`src/rtl/spi_rx_fifo_if.sv`:
```
// Read-side bus of the serial-link receiver: FIFO status, head data, sticky error flags.
// master = receiver (drives status/data), slave = consumer (drives read/clear).
interface spi_rx_fifo_if;
  localparam int unsigned DATA_W = 9;

  logic              o_Empty;
  logic              o_Full;
  logic              i_Read;
  logic [DATA_W-1:0] o_Data;
  logic              o_Overrun;
  logic              o_Frame_Err;
  logic              i_Clr_Err;

  modport master (
    output o_Empty, o_Full, o_Data, o_Overrun, o_Frame_Err,
    input  i_Read, i_Clr_Err
  );

  modport slave (
    input  o_Empty, o_Full, o_Data, o_Overrun, o_Frame_Err,
    output i_Read, i_Clr_Err
  );
endinterface

```
`src/rtl/spi_rx_fifo.sv`:
```
// Responder for the three-wire strobe/clock/data link: oversamples, deserialises LSB-first
// bytes, tags frame-first bytes and buffers them in a FWFT FIFO. SPI_RX_DIAG_EN adds diag outputs.
module spi_rx_fifo #(
  parameter int unsigned FIFO_DEPTH  = 4,
  parameter int unsigned SYNC_STAGES = 2
) (
  input  logic          i_Clk,
  input  logic          i_Rst,
  input  logic          i_SPI_Stb,
  input  logic          i_SPI_Clk,
  input  logic          i_SPI_Dio,
  spi_rx_fifo_if.master rx
`ifdef SPI_RX_DIAG_EN
  ,
  output logic [1:0]                    o_Diag_State,
  output logic [2:0]                    o_Diag_Bit_Cnt,
  output logic [7:0]                    o_Diag_Shift,
  output logic [$clog2(FIFO_DEPTH):0]   o_Diag_Count
`endif
);

  localparam int unsigned AW = $clog2(FIFO_DEPTH);
  localparam int unsigned CW = AW + 1;

  typedef enum logic [1:0] {
    WAIT_IDLE = 2'd0,
    IDLE      = 2'd1,
    ACTIVE    = 2'd2
  } state_t;

  // Line synchronisers and SPI clock edge detect
  logic [SYNC_STAGES-1:0] stb_sync, clk_sync, dio_sync;
  logic                   clk_prev;
  logic                   stb_s, dio_s, clk_rise;

  always_ff @(posedge i_Clk) begin
    if (i_Rst) begin
      stb_sync <= '0;
      clk_sync <= '0;
      dio_sync <= '0;
      clk_prev <= 1'b0;
    end else begin
      stb_sync <= {stb_sync[SYNC_STAGES-2:0], i_SPI_Stb};
      clk_sync <= {clk_sync[SYNC_STAGES-2:0], i_SPI_Clk};
      dio_sync <= {dio_sync[SYNC_STAGES-2:0], i_SPI_Dio};
      clk_prev <= clk_sync[SYNC_STAGES-1];
    end
  end

  assign stb_s    = stb_sync[SYNC_STAGES-1];
  assign dio_s    = dio_sync[SYNC_STAGES-1];
  assign clk_rise = clk_sync[SYNC_STAGES-1] & ~clk_prev;

  // Frame state machine
  state_t state_q, state_d;
  logic   start_frame, end_frame, take_bit;

  always_ff @(posedge i_Clk) begin
    if (i_Rst) state_q <= WAIT_IDLE;
    else       state_q <= state_d;
  end

  always_comb begin
    state_d     = state_q;
    start_frame = 1'b0;
    end_frame   = 1'b0;
    take_bit    = 1'b0;
    case (state_q)
      WAIT_IDLE: if (stb_s) state_d = IDLE;
      IDLE: begin
        if (!stb_s) begin
          state_d     = ACTIVE;
          start_frame = 1'b1;
        end
      end
      ACTIVE: begin
        // strobe release wins over a coincident clock edge
        if (stb_s) begin
          state_d   = IDLE;
          end_frame = 1'b1;
        end else if (clk_rise) begin
          take_bit = 1'b1;
        end
      end
      default: state_d = WAIT_IDLE;
    endcase
  end

  // Deserialiser; a completed byte is staged one cycle before it reaches the FIFO
  logic [2:0] bit_cnt;
  logic [7:0] shift;
  logic       first_flag;
  logic       push_pend;
  logic [8:0] push_data;

  always_ff @(posedge i_Clk) begin
    if (i_Rst) begin
      bit_cnt    <= 3'd0;
      shift      <= 8'd0;
      first_flag <= 1'b0;
      push_pend  <= 1'b0;
      push_data  <= 9'd0;
    end else begin
      push_pend <= 1'b0;
      if (start_frame) begin
        bit_cnt    <= 3'd0;
        first_flag <= 1'b1;
      end
      if (take_bit) begin
        shift[bit_cnt] <= dio_s;
        bit_cnt        <= bit_cnt + 3'd1;
        if (bit_cnt == 3'd7) begin
          push_pend  <= 1'b1;
          push_data  <= {first_flag, dio_s, shift[6:0]};
          first_flag <= 1'b0;
        end
      end
    end
  end

  // FWFT FIFO next-state
  logic [8:0]    mem [FIFO_DEPTH];
  logic [AW-1:0] wr_ptr, rd_ptr, rd_nxt;
  logic [CW-1:0] count, cnt_after_pop, count_nxt;
  logic          pop, push_ok, ovr_set, ferr_set;
  logic [8:0]    head_nxt;

  always_comb begin
    pop           = rx.i_Read && !rx.o_Empty;
    push_ok       = push_pend && (!rx.o_Full || pop);
    ovr_set       = push_pend && rx.o_Full && !pop;
    ferr_set      = end_frame && (bit_cnt != 3'd0);
    cnt_after_pop = count - CW'(pop);
    count_nxt     = cnt_after_pop + CW'(push_ok);
    rd_nxt        = rd_ptr + AW'(pop);
    // a push into an (effectively) empty FIFO becomes the new head directly
    head_nxt      = (push_ok && (cnt_after_pop == '0)) ? push_data : mem[rd_nxt];
  end

  always_ff @(posedge i_Clk) begin
    if (push_ok) mem[wr_ptr] <= push_data;
  end

  always_ff @(posedge i_Clk) begin
    if (i_Rst) begin
      wr_ptr      <= '0;
      rd_ptr      <= '0;
      count       <= '0;
      rx.o_Empty  <= 1'b1;
      rx.o_Full   <= 1'b0;
      rx.o_Data   <= 9'd0;
    end else begin
      wr_ptr     <= wr_ptr + AW'(push_ok);
      rd_ptr     <= rd_nxt;
      count      <= count_nxt;
      rx.o_Empty <= (count_nxt == '0);
      rx.o_Full  <= (count_nxt == CW'(FIFO_DEPTH));
      if (count_nxt != '0) rx.o_Data <= head_nxt;
    end
  end

  // Sticky error flags; a new error beats a coincident clear
  always_ff @(posedge i_Clk) begin
    if (i_Rst) begin
      rx.o_Overrun   <= 1'b0;
      rx.o_Frame_Err <= 1'b0;
    end else begin
      if (ovr_set)            rx.o_Overrun <= 1'b1;
      else if (rx.i_Clr_Err)  rx.o_Overrun <= 1'b0;
      if (ferr_set)           rx.o_Frame_Err <= 1'b1;
      else if (rx.i_Clr_Err)  rx.o_Frame_Err <= 1'b0;
    end
  end

`ifdef SPI_RX_DIAG_EN
  always_ff @(posedge i_Clk) begin
    if (i_Rst) begin
      o_Diag_State   <= 2'd0;
      o_Diag_Bit_Cnt <= 3'd0;
      o_Diag_Shift   <= 8'd0;
      o_Diag_Count   <= '0;
    end else begin
      o_Diag_State   <= state_q;
      o_Diag_Bit_Cnt <= bit_cnt;
      o_Diag_Shift   <= shift;
      o_Diag_Count   <= count;
    end
  end
`endif

endmodule

```
`src/flat_wrapper.sv`:
```
// flat-port wrapper written by rule: the top's interface ports become plain ports
module spi_rx_fifo_flat 
#(
  parameter int unsigned FIFO_DEPTH  = 4,
  parameter int unsigned SYNC_STAGES = 2
)
  (i_Clk, i_Rst, i_SPI_Stb, i_SPI_Clk, i_SPI_Dio, rx_o_Empty, rx_o_Full, rx_o_Data, rx_o_Overrun, rx_o_Frame_Err, rx_i_Read, rx_i_Clr_Err);
  spi_rx_fifo_if rx_i ();
  input  logic i_Clk;
  input  logic i_Rst;
  input  logic i_SPI_Stb;
  input  logic i_SPI_Clk;
  input  logic i_SPI_Dio;
  output wire logic [$bits(rx_i.o_Empty)-1:0] rx_o_Empty;
  output wire logic [$bits(rx_i.o_Full)-1:0] rx_o_Full;
  output wire logic [$bits(rx_i.o_Data)-1:0] rx_o_Data;
  output wire logic [$bits(rx_i.o_Overrun)-1:0] rx_o_Overrun;
  output wire logic [$bits(rx_i.o_Frame_Err)-1:0] rx_o_Frame_Err;
  input wire logic [$bits(rx_i.i_Read)-1:0] rx_i_Read;
  input wire logic [$bits(rx_i.i_Clr_Err)-1:0] rx_i_Clr_Err;
  assign rx_o_Empty = rx_i.o_Empty;
  assign rx_o_Full = rx_i.o_Full;
  assign rx_o_Data = rx_i.o_Data;
  assign rx_o_Overrun = rx_i.o_Overrun;
  assign rx_o_Frame_Err = rx_i.o_Frame_Err;
  assign rx_i.i_Read = rx_i_Read;
  assign rx_i.i_Clr_Err = rx_i_Clr_Err;
  spi_rx_fifo #(.FIFO_DEPTH(FIFO_DEPTH), .SYNC_STAGES(SYNC_STAGES)) u_core (.i_Clk(i_Clk), .i_Rst(i_Rst), .i_SPI_Stb(i_SPI_Stb), .i_SPI_Clk(i_SPI_Clk), .i_SPI_Dio(i_SPI_Dio), .rx(rx_i));
endmodule
```
`config.mk`:
```
export PLATFORM = sky130hd
export DESIGN_NAME = spi_rx_fifo_flat
export DESIGN_NICKNAME = d
export VERILOG_FILES = /design/src/rtl/spi_rx_fifo_if.sv /design/src/rtl/spi_rx_fifo.sv /design/src/flat_wrapper.sv
export SDC_FILE = /design/constraint.sdc
export NUM_CORES = 1
export LEC_CHECK = 0
export ABC_CLOCK_PERIOD_IN_PS = 3080
export CAP_MARGIN = 20
export CELL_PAD_IN_SITES_DETAIL_PLACEMENT = 1
export CELL_PAD_IN_SITES_GLOBAL_PLACEMENT = 2
export CORE_ASPECT_RATIO = 1.4
export CORE_MARGIN = 2
export CORE_UTILIZATION = 41
export DETAILED_ROUTE_END_ITERATION = 7
export PLACE_DENSITY = 0.87
export SETUP_SLACK_MARGIN = 0.5
export SLEW_MARGIN = 10
export SYNTH_ARGS = -nofsm -noshare
export SYNTH_HDL_FRONTEND = slang
export SYNTH_SLANG_ARGS = --single-unit
```
`constraint.sdc`:
```
create_clock -name i_Clk -period 3.08 [get_ports i_Clk]
set_input_delay 0.616 -clock i_Clk [delete_from_list [all_inputs] [get_ports i_Clk]]
set_output_delay 0.616 -clock i_Clk [all_outputs]
set_load 0.005 [all_outputs]
```
# == Yosys cells after proc, flatten, opt, wreduce, memory -nomap -nowiden ==
# Memories as Yosys holds them, arrays and structs flattened.
# Index checks and enable logic that the tools add are counted.
# W data, S select, Z words.
# classes
eq_ne,6
n_addsub,5
magnitude_cmp,2
n_bitwise,3
n_reduce_logical,23
mux,25
# op_table
op,count
$mux W1,17
$mux W9,1
$bwmux W8,1
$logic_and A1 B1 Y1,7
$eq A3 B3 Y1 const B,2
$logic_not A3 Y1,2
$mux W3,2
$reduce_bool A2 Y1,3
$reduce_bool A3 Y1,2
$add A2 B1 Y2,2
$lt A3 B4 Y1 const B,1
$mux W2,2
$pmux W2 S2,1
$reduce_and A2 Y1,2
$reduce_or A2 Y1,2
$add A3 B1 Y3,1
$add A3 B1 Y3 const B,1
$demux W1 S3,1
$ge A3 B1 Y1 const B,1
$logic_not A1 Y1,3
$sub A3 B1 Y3,1
$eq A2 B1 Y1 const B,1
$eq A2 B2 Y1 const B,1
$logic_not A2 Y1,1
5 further kinds,6
# word_totals
output_inout_bits,13
register_bits,51
ram_bits,36
n_memories,1
word_cells,83
# memory_table
memory,depth,word_bits,rd,rd_clocked_by_memory_dff,write_ports,line,source
u_core.mem,4,9,1,0,1,spi_rx_fifo.sv:122,logic [8:0] mem [FIFO_DEPTH];

# == Longest topological paths before layout ==
# Gate-level depths: netlist of run 1.
# logic_depth
depth_word,7
depth_mapped,11
mapped_depth_nobuf,10

# == Least setup slack after synthesis of run 1 ==
# No wires, ideal clock.
# synth_timing
kind,input -> register
startpoint,input rx_i_Read
endpoint,register u_core.rx.o_Data[0]
slack_ns,0.523
t_arrival_ns,2.409
t_required_ns,2.932
setup_time_ns,0.148
path_stages,11
path_buffers,1
cell_sequence,nand2b_4 inv_1 o21ai_0 inv_1 ha_1 ha_1 xnor3_2 and3b_2 buf_2 nand2_1 o221ai_1
# synth_between
elab_chain_len,5
elab_cells_between_ends,11
classes_between,add/sub (3); mux (1); reduce/logical (6); memory (1)
# synth_lines
element,line,source
start: declaration,flat_wrapper.sv:19,input wire logic [$bits(rx_i.i_Read)-1:0] rx_i_Read;
$logic_and A1 B1 Y1 (*),spi_rx_fifo.sv:129,pop = rx.i_Read && !rx.o_Empty;
branches (longest 4 deep; another with $sub A3 B1 Y3),--,
end signal: assignment,spi_rx_fifo.sv:158,if (count_nxt != '0) rx.o_Data <= head_nxt;
end: declaration,spi_rx_fifo_if.sv:15,"output o_Empty, o_Full, o_Data, o_Overrun, o_Frame_Err,"
# Every way passes the cells marked *.
# A chain may end at the register's enable or synchronous reset.

# == Worst setup path after layout of run 1 ==
# layout_timing
startpoint,input rx_i_Read
endpoint,register u_core.rx.o_Data[8]
# Same word-level chain as after synthesis.

==> out/metrics.csv, run 1 <==
metric;value;unit
outcome;finished clean;
Post-synth EDFFs;36;
CP Launch Point;rx_i_Read;
CTS tree;built;
Required @ worst endpoint;3.34;ns
Post-Synth Simple-Gate Area;12.7;%
Hold Path Class;reg2reg;
Core Region;8050;um^2
H-tree lvl count;3;
main flop type after synthesis;dfxtp_1;
top-count cell post-synth;dfxtp_1;
Power Total;2.95;mW
DR WL/cell;16.8;um
I/O Buffers;19;
fin util;51.5;%
Worst path max stage delay;0.28;ns
Post-route DRC;0;
post-DP HPWL;4.51;mm
CP max FO;5;
critical path endpoint category;flip-flop;
pwr/cell area;712;nW/um^2
Fillers;824;
DIE WIDTH;80.4;um
share of cells above drive strength 1;19.1;%
Yosys top cell area share;32.3;%
crit start category;input pin;
area grow syn2layout;23.7;%
leak pwr;1.49;nW
Post-Synth Adder-Cell Area;2.99;%
max cap viols;0;
Reg clk slew, reported paths;0.06;ns
grt ovf;0;
CP Capture Point;u_core.rx.o_Data[8]$_SDFFE_PP0P_;
WHS;0.441;ns
row count;39;
TritonCTS Buffers;9;
register area share after synthesis;62.1;%
peak supply drop;306;uV
Final Cycle Share;74.6;%
Slowest cell on crit path;a21oi_4;
initial antenna violation count;0;
RR Endpoint;u_core.rx.o_Data[8]$_SDFFE_PP0P_;
post-synthesis compound-gate area fraction;8.59;%
hold_sp;u_core.dio_sync[0]$_SDFF_PP0_;
Fin. Hold Viols;0;
via count;2070;
Crit Path Category;in2reg;
Worst slew margin;49.0;%
largest net degree at the start of global routing;16;
Post-Route Skew;0.00776;ns
ranking of synthesized cells by area;edfxtp_1 32%, dfxtp_1 30%, mux4_2 6.0%;
Final min period;2.30;ns
largest family of logic cells by synthesized area;simple AND/OR/NAND/NOR gates;
die height;111;um
Synth Warn #;0;
Fmax;435;MHz
ys async rst share;0;%
Detailed Routing Iterations Pass 1;4;
Via density;5.16;
commonest cells in the netlist;50 x dfxtp_1, 36 x edfxtp_1, 28 x inv_1, 18 x nand2_1, 14 x nor2b_1;
Starting Density;41.6;%
GPL Wtd Cong;0.729;
root cell of the clock tree;clkbuf_16;
Synth Register Bits;86;
crit path cell chain;dlymetal6s2s_1, nand2b_4, inv_1, o21ai_2, inv_1, ha_1, ha_1, xnor3_2, a21oi_4, buf_6, o31ai_4, o221ai_2;
Inserted Diodes;0;
nets;309;
Clock Sinks;86;
RSZ-0062 raised after global routing;no;
I/O pin cnt;20;
post-synthesis mux area share;6.94;%
Cells after Synth;257;
latest clock arrival within the worst-skew pair;0.34;ns
drt first-iter violations;61;
Slew Limit Fails;0;
cts hold-fix bufs;0;
WL final;6.73;mm
origin of the critical flop-to-flop path;u_core.rx.o_Empty$_SDFF_PP1_;
R2R cell count;11;
vias in the first global route;2282;
Post-Syn Area per Cell;13.0;um^2
XOR/XNOR Fraction of Synth Area;2.24;%
post-route antenna net violation count;0;
Mapped Area;3350;um^2
Die Area;8920;um^2
crit path DAT;2.55;ns
Worst-Margin Slew;0.763;ns
final setup vio count;0;
synth unique cells;43;
first-pass GRT wire length;11.6;mm
Total GRT Usage;17.6;%
flop2flop setup slack;0.83;ns
area leader, netlist;edfxtp_1;
setup TNS;0;ns
CTS Buffer Depth;2;
syn nets;272;
-- where the power goes --
part | internal, mW | switching [mW] | total [mW]
logic | 0.312 | 0.284 | 0.596
clock network | 0.673 | 0.414 | 1.09
registers | 1.24 | 0.0343 | 1.27
total | 2.22 | 0.732 | 2.95
-- per-stage QoR --
| stage | area, um^2 | worst slack, ns | std cells |
|---|---|---|---|
| floorplan | 3350 | 0.523 | 257 |
| global placement | 3690 | 0.178 | 377 |
| detailed placement | 3690 | 0.0755 | 377 |
| CTS | 4100 | 0.489 | 398 |
| global route | 4150 | 0.654 | 401 |
| finish | 4150 | 0.783 | 401 |
-- layer usage --
metal,part of all wire (%),GRT usage (%),vias up
li1,-,-,1006
met1,38,19.2,1004
met2,54,29.4,37
met3,3.7,5.29,23
met4,4.1,10.5,0
met5,0,0,-
-- what timing repair did --
item                                   CTS  global route
setup endpoints to repair                9             9
gates resized for setup                  9             5
endpoints found under the hold margin    0             0
pin swaps                                2             3
gates cloned                             2             0
buffers inserted                         3             3
-- critical path: cells and delay by family --
family	cells	cell delay (ns)
simple gates	1	0.11
xor+xnor	1	0.26
compound gates	4	0.71
fa+ha+maj	2	0.38
buf+inv	4	0.48
-- kinds of logic (layout without fill, tap and decap cells) --
group | after synthesis | count (layout)
flip-flops | 86 | 86
XOR/XNOR | 6 | 6
multiplexers | 12 | 12
buffers and inverters | 38 | 78
AO/OA/AOI/OAI | 37 | 38
AND/OR/NAND/NOR | 70 | 71
adder cells (fa/ha/maj) | 8 | 8
-- how the worst min path moves through the flow --
stage          cells past startpoint                            end
6_report                           1  u_core.dio_sync[1]$_SDFF_PP0_
5_1_grt                            1  u_core.clk_sync[1]$_SDFF_PP0_
4_1_cts                            1  u_core.dio_sync[1]$_SDFF_PP0_
3_5_place_dp                       1  u_core.dio_sync[1]$_SDFF_PP0_
3_3_place_gp                       1  u_core.stb_sync[1]$_SDFF_PP0_
2_1_floorplan                      1  u_core.clk_sync[1]$_SDFF_PP0_
-- layout make-up --
| cell class | count | area (um^2) | area share (%) |
|---|---|---|---|
| flip-flops and latches | 86 | 2080 | 50.2 |
| multi-input cells | 135 | 1220 | 29.3 |
| repair buffers | 34 | 313 | 7.54 |
| clock buffers | 12 | 258 | 6.22 |
| well taps | 102 | 128 | 3.08 |
| inverters | 28 | 105 | 2.53 |
| clock inverters | 4 | 45.0 | 1.09 |
-- cells in the final DEF (no fill, tap or decap), types with 6 or more instances in the layout --
master           count
mux4_2               9
clkbuf_16           10
a21oi_1              8
ha_1                 8
edfxtp_1            36
a22o_1               9
dfxtp_1             50
buf_4               13
o221ai_1             6
nor2b_1             14
nand2_1             18
clkdlybuf4s50_1     18
inv_1               28
nor2_1              11
-- flip-flops by register name, summed over array words and instances (netlist names), 2 cells and up --
| register | cells |
|---|---|
| u_core.mem | 36 |
| u_core.dio_sync | 2 |
| u_core.shift | 7 |
| u_core.clk_sync | 2 |
| u_core.stb_sync | 2 |
| u_core.push_data | 9 |
| u_core.bit_cnt | 3 |
| u_core.rx.o_Data | 9 |
| u_core.count | 3 |
| u_core.wr_ptr | 2 |
| u_core.rd_ptr | 2 |
| u_core.state_q | 2 |
No activity file was read; power rests on OpenSTA's default activity.
==> run 2: changes to the inputs <==
--- a/config.mk
+++ b/config.mk
@@ -5,7 +5,7 @@
 export SDC_FILE = /design/constraint.sdc
 export NUM_CORES = 1
 export LEC_CHECK = 0
-export ABC_CLOCK_PERIOD_IN_PS = 3080
+export ABC_CLOCK_PERIOD_IN_PS = 2200
 export CAP_MARGIN = 20
 export CELL_PAD_IN_SITES_DETAIL_PLACEMENT = 1
 export CELL_PAD_IN_SITES_GLOBAL_PLACEMENT = 2
==> constraint.sdc (replaced) <==
create_clock -name i_Clk -period 2.2 [get_ports i_Clk]
set_input_delay 0.44 -clock i_Clk [delete_from_list [all_inputs] [get_ports i_Clk]]
set_output_delay 0.44 -clock i_Clk [all_outputs]
set_load 0.005 [all_outputs]
==> run 2 against run 1 <==
Total power grew 51%. Non-clock buffer count grew 13. Core utilization up 3.1 points. Clock skew decreased by 0.0012 ns. Cell count grew 3.2%. Register-to-register slack worse by 0.70 ns. Sequential power is 40% higher. Worst hold slack got worse by 0.0039 ns. Clock power grew 50%. Critical path depth is 1 lower. Clock-buffer cell count unchanged. Design area grew 5.9%. Largest power group unchanged.
==> out/metrics.csv, run 2 (synthesis results as in run 1) <==
metric;value;unit;change
outcome;finished clean;;
peak supply drop;500;uV;+63%
RR Endpoint;u_core.rx.o_Data[7]$_SDFFE_PP0P_;;
Post-route DRC;0;;unchanged
RSZ-0062 raised after global routing;yes;;
worst path bufs/invs;3;;-1
Slew Limit Fails;0;;unchanged
Starting Density;41.6;%;unchanged
Final Cycle Share;94.2;%;
Hold Path Stages;1;;unchanged
area post-placement;3840;um^2;+4.0%
Top reg by flops;u_core.mem;;
commonest non-fill, non-tap cell in the layout;dfxtp_1;;
crit path cell chain;nand2b_4, inv_4, o21ai_4, inv_2, ha_4, ha_4, xnor3_2, a21oi_4, buf_12, nand4b_4, o221ai_2;;
Post-Route Skew;0.00657;ns;-0.00119 ns
setup TNS;0;ns;unchanged
switch share;24.8;%;about the same
hold_sp;u_core.dio_sync[0]$_SDFF_PP0_;;
Crit Path Category;reg2reg;;
Total GRT Usage;18.5;%;+0.87 points
Clk pwr share;36.7;%;about the same
critical path endpoint category;flip-flop;;
latest clock arrival within the worst-skew pair;0.34;ns;about the same
nets;322;;+4.2%
largest net degree at the start of global routing;20;;+4
Fmax;482;MHz;
pwr/cell area;1010;nW/um^2;+42%
Worst path max stage delay;0.33;ns;+0.05 ns
root cell of the clock tree;clkbuf_16;;
Worst slew margin;60.7;%;+12 points
Core Region;8050;um^2;unchanged
Final min period;2.07;ns;
Required @ worst endpoint;2.46;ns;-0.88 ns
via count;2146;;+3.7%
WHS;0.437;ns;-0.00393 ns
Reg clk slew, reported paths;0.06;ns;about the same
P_int;3.35;mW;+51%
vias in the first global route;2403;;+5.3%
Slowest cell on crit path;dfxtp_2;;
R2R cell count;11;;unchanged
TritonCTS Buffers;9;;unchanged
max FFs per register;36;;unchanged
Die Area;8920;um^2;unchanged
Seq pwr share;39.9;%;-3.1 points
fin cells;414;;+3.2%
flop2flop setup slack;0.13;ns;-0.70 ns
CP Launch Point;u_core.rx.o_Empty$_SDFF_PP1_;;
crit path DAT;2.34;ns;-0.21 ns
I/O Buffers;19;;unchanged
origin of the critical flop-to-flop path;u_core.rx.o_Empty$_SDFF_PP1_;;
Worst Hold End;u_core.dio_sync[1]$_SDFF_PP0_;;
CP max FO;5;;unchanged
max cap viols;0;;unchanged
Fin. Hold Viols;0;;unchanged
initial antenna violation count;0;;unchanged
final setup vio count;0;;unchanged
design area;4390;um^2;+5.9%
DIE WIDTH;80.4;um;unchanged
DR WL/cell;17.6;um;+4.8%
GPL Wtd Cong;0.731;;+0.30%
row count;39;;unchanged
Via density;5.18;;+0.42%
I/O pin cnt;20;;unchanged
Inserted Diodes;0;;unchanged
most frequent cells in the layout;49 x dfxtp_1, 36 x edfxtp_1, 25 x inv_1, 25 x buf_4, 18 x nand2_1;;
post-DP HPWL;4.53;mm;+0.51%
combinational power share;23.4;%;+3.2 points
placed cells;387;;+2.7%
leak pwr;1.57;nW;+6.0%
post-route antenna net violation count;0;;unchanged
WL final;7.28;mm;+8.2%
Detailed Routing Iterations Pass 1;4;;unchanged
Largest regs;u_core.mem x36, u_core.push_data x9, u_core.rx.o_Data x9;;
CTS Buffer Depth;2;;unchanged
H-tree lvl count;3;;unchanged
CTS tree;built;;
Worst path top cell family by delay;compound AO/OA/AOI/OAI gates;;
CP dominant cell by count;ha_4;;
Power Total;4.46;mW;+51%
drt first-iter violations;78;;+28%
crit start category;flip-flop;;
first-pass GRT wire length;12.3;mm;+5.8%
setup ws final;0.127;ns;-0.656 ns
share of cells above drive strength 1;27.2;%;+8.2 points
Hold Path Class;reg2reg;;
grt ovf;0;;unchanged
Setup WS pre-CTS;-0.476;ns;-0.552 ns
Switch Pwr;1.11;mW;+51%
die height;111;um;unchanged
Worst-Margin Slew;0.586;ns;-0.177 ns
Clock Sinks;86;;unchanged
fin util;54.6;%;+3.1 points
area grow syn2layout;31.1;%;
## run 2: worst max-delay path by stage
stage                                             endpoint  cells after the start  slack (ns)
after floorplan           u_core.rx.o_Data[0]$_SDFFE_PP0P_                     11        0.16
after global placement    u_core.rx.o_Data[5]$_SDFFE_PP0P_                     10       -0.36
after CTS                 u_core.rx.o_Data[2]$_SDFFE_PP0P_                     10         0.1
final                     u_core.rx.o_Data[7]$_SDFFE_PP0P_                     11        0.13
after global routing      u_core.rx.o_Data[7]$_SDFFE_PP0P_                     11      -0.002
after detailed placement  u_core.rx.o_Data[5]$_SDFFE_PP0P_                     10       -0.48
## run 2: final cells by class
| type | count | area (um^2) |
|---|---|---|
| timing repair buffer | 47 | 442 |
| inverter | 28 | 108 |
| tap | 102 | 128 |
| fill | 796 | 3660 |
| sequential | 86 | 2080 |
| clock inverter | 4 | 68.8 |
| clock buffer | 12 | 256 |
| multi-input combinational | 135 | 1310 |
## run 2: power by group through the flow
stage / sequential, mW / clock [mW] / combinational (mW)
2_1_floorplan: 1.80 / 0 / 0.467
3_3_place_gp: 1.81 / 0 / 0.753
3_5_place_dp: 1.81 / 0 / 0.773
4_1_cts: 1.78 / 1.68 / 1.01
5_1_grt: 1.79 / 1.75 / 1.14
6_report: 1.78 / 1.64 / 1.04
## run 2: timing repair
item | 4_1_cts | 5_1_grt
endpoints found under the hold margin | 0 | 0
setup buffers | 6 | 3
gates cloned | 2 | 0
gates resized for setup | 16 | 6
pin swaps | 6 | 3
setup endpoints to repair | 45 | 27
hold buffers | 0 | 0
## run 2: per-layer routing
metal  part of all wire [%]  vias up  GRT usage [%]
li1                       -     1027              -
met4                    2.3        0           8.93
met3                    2.6       12           4.56
met5                      0        -              0
met2                     56       30           31.6
met1                     39     1077           21.2
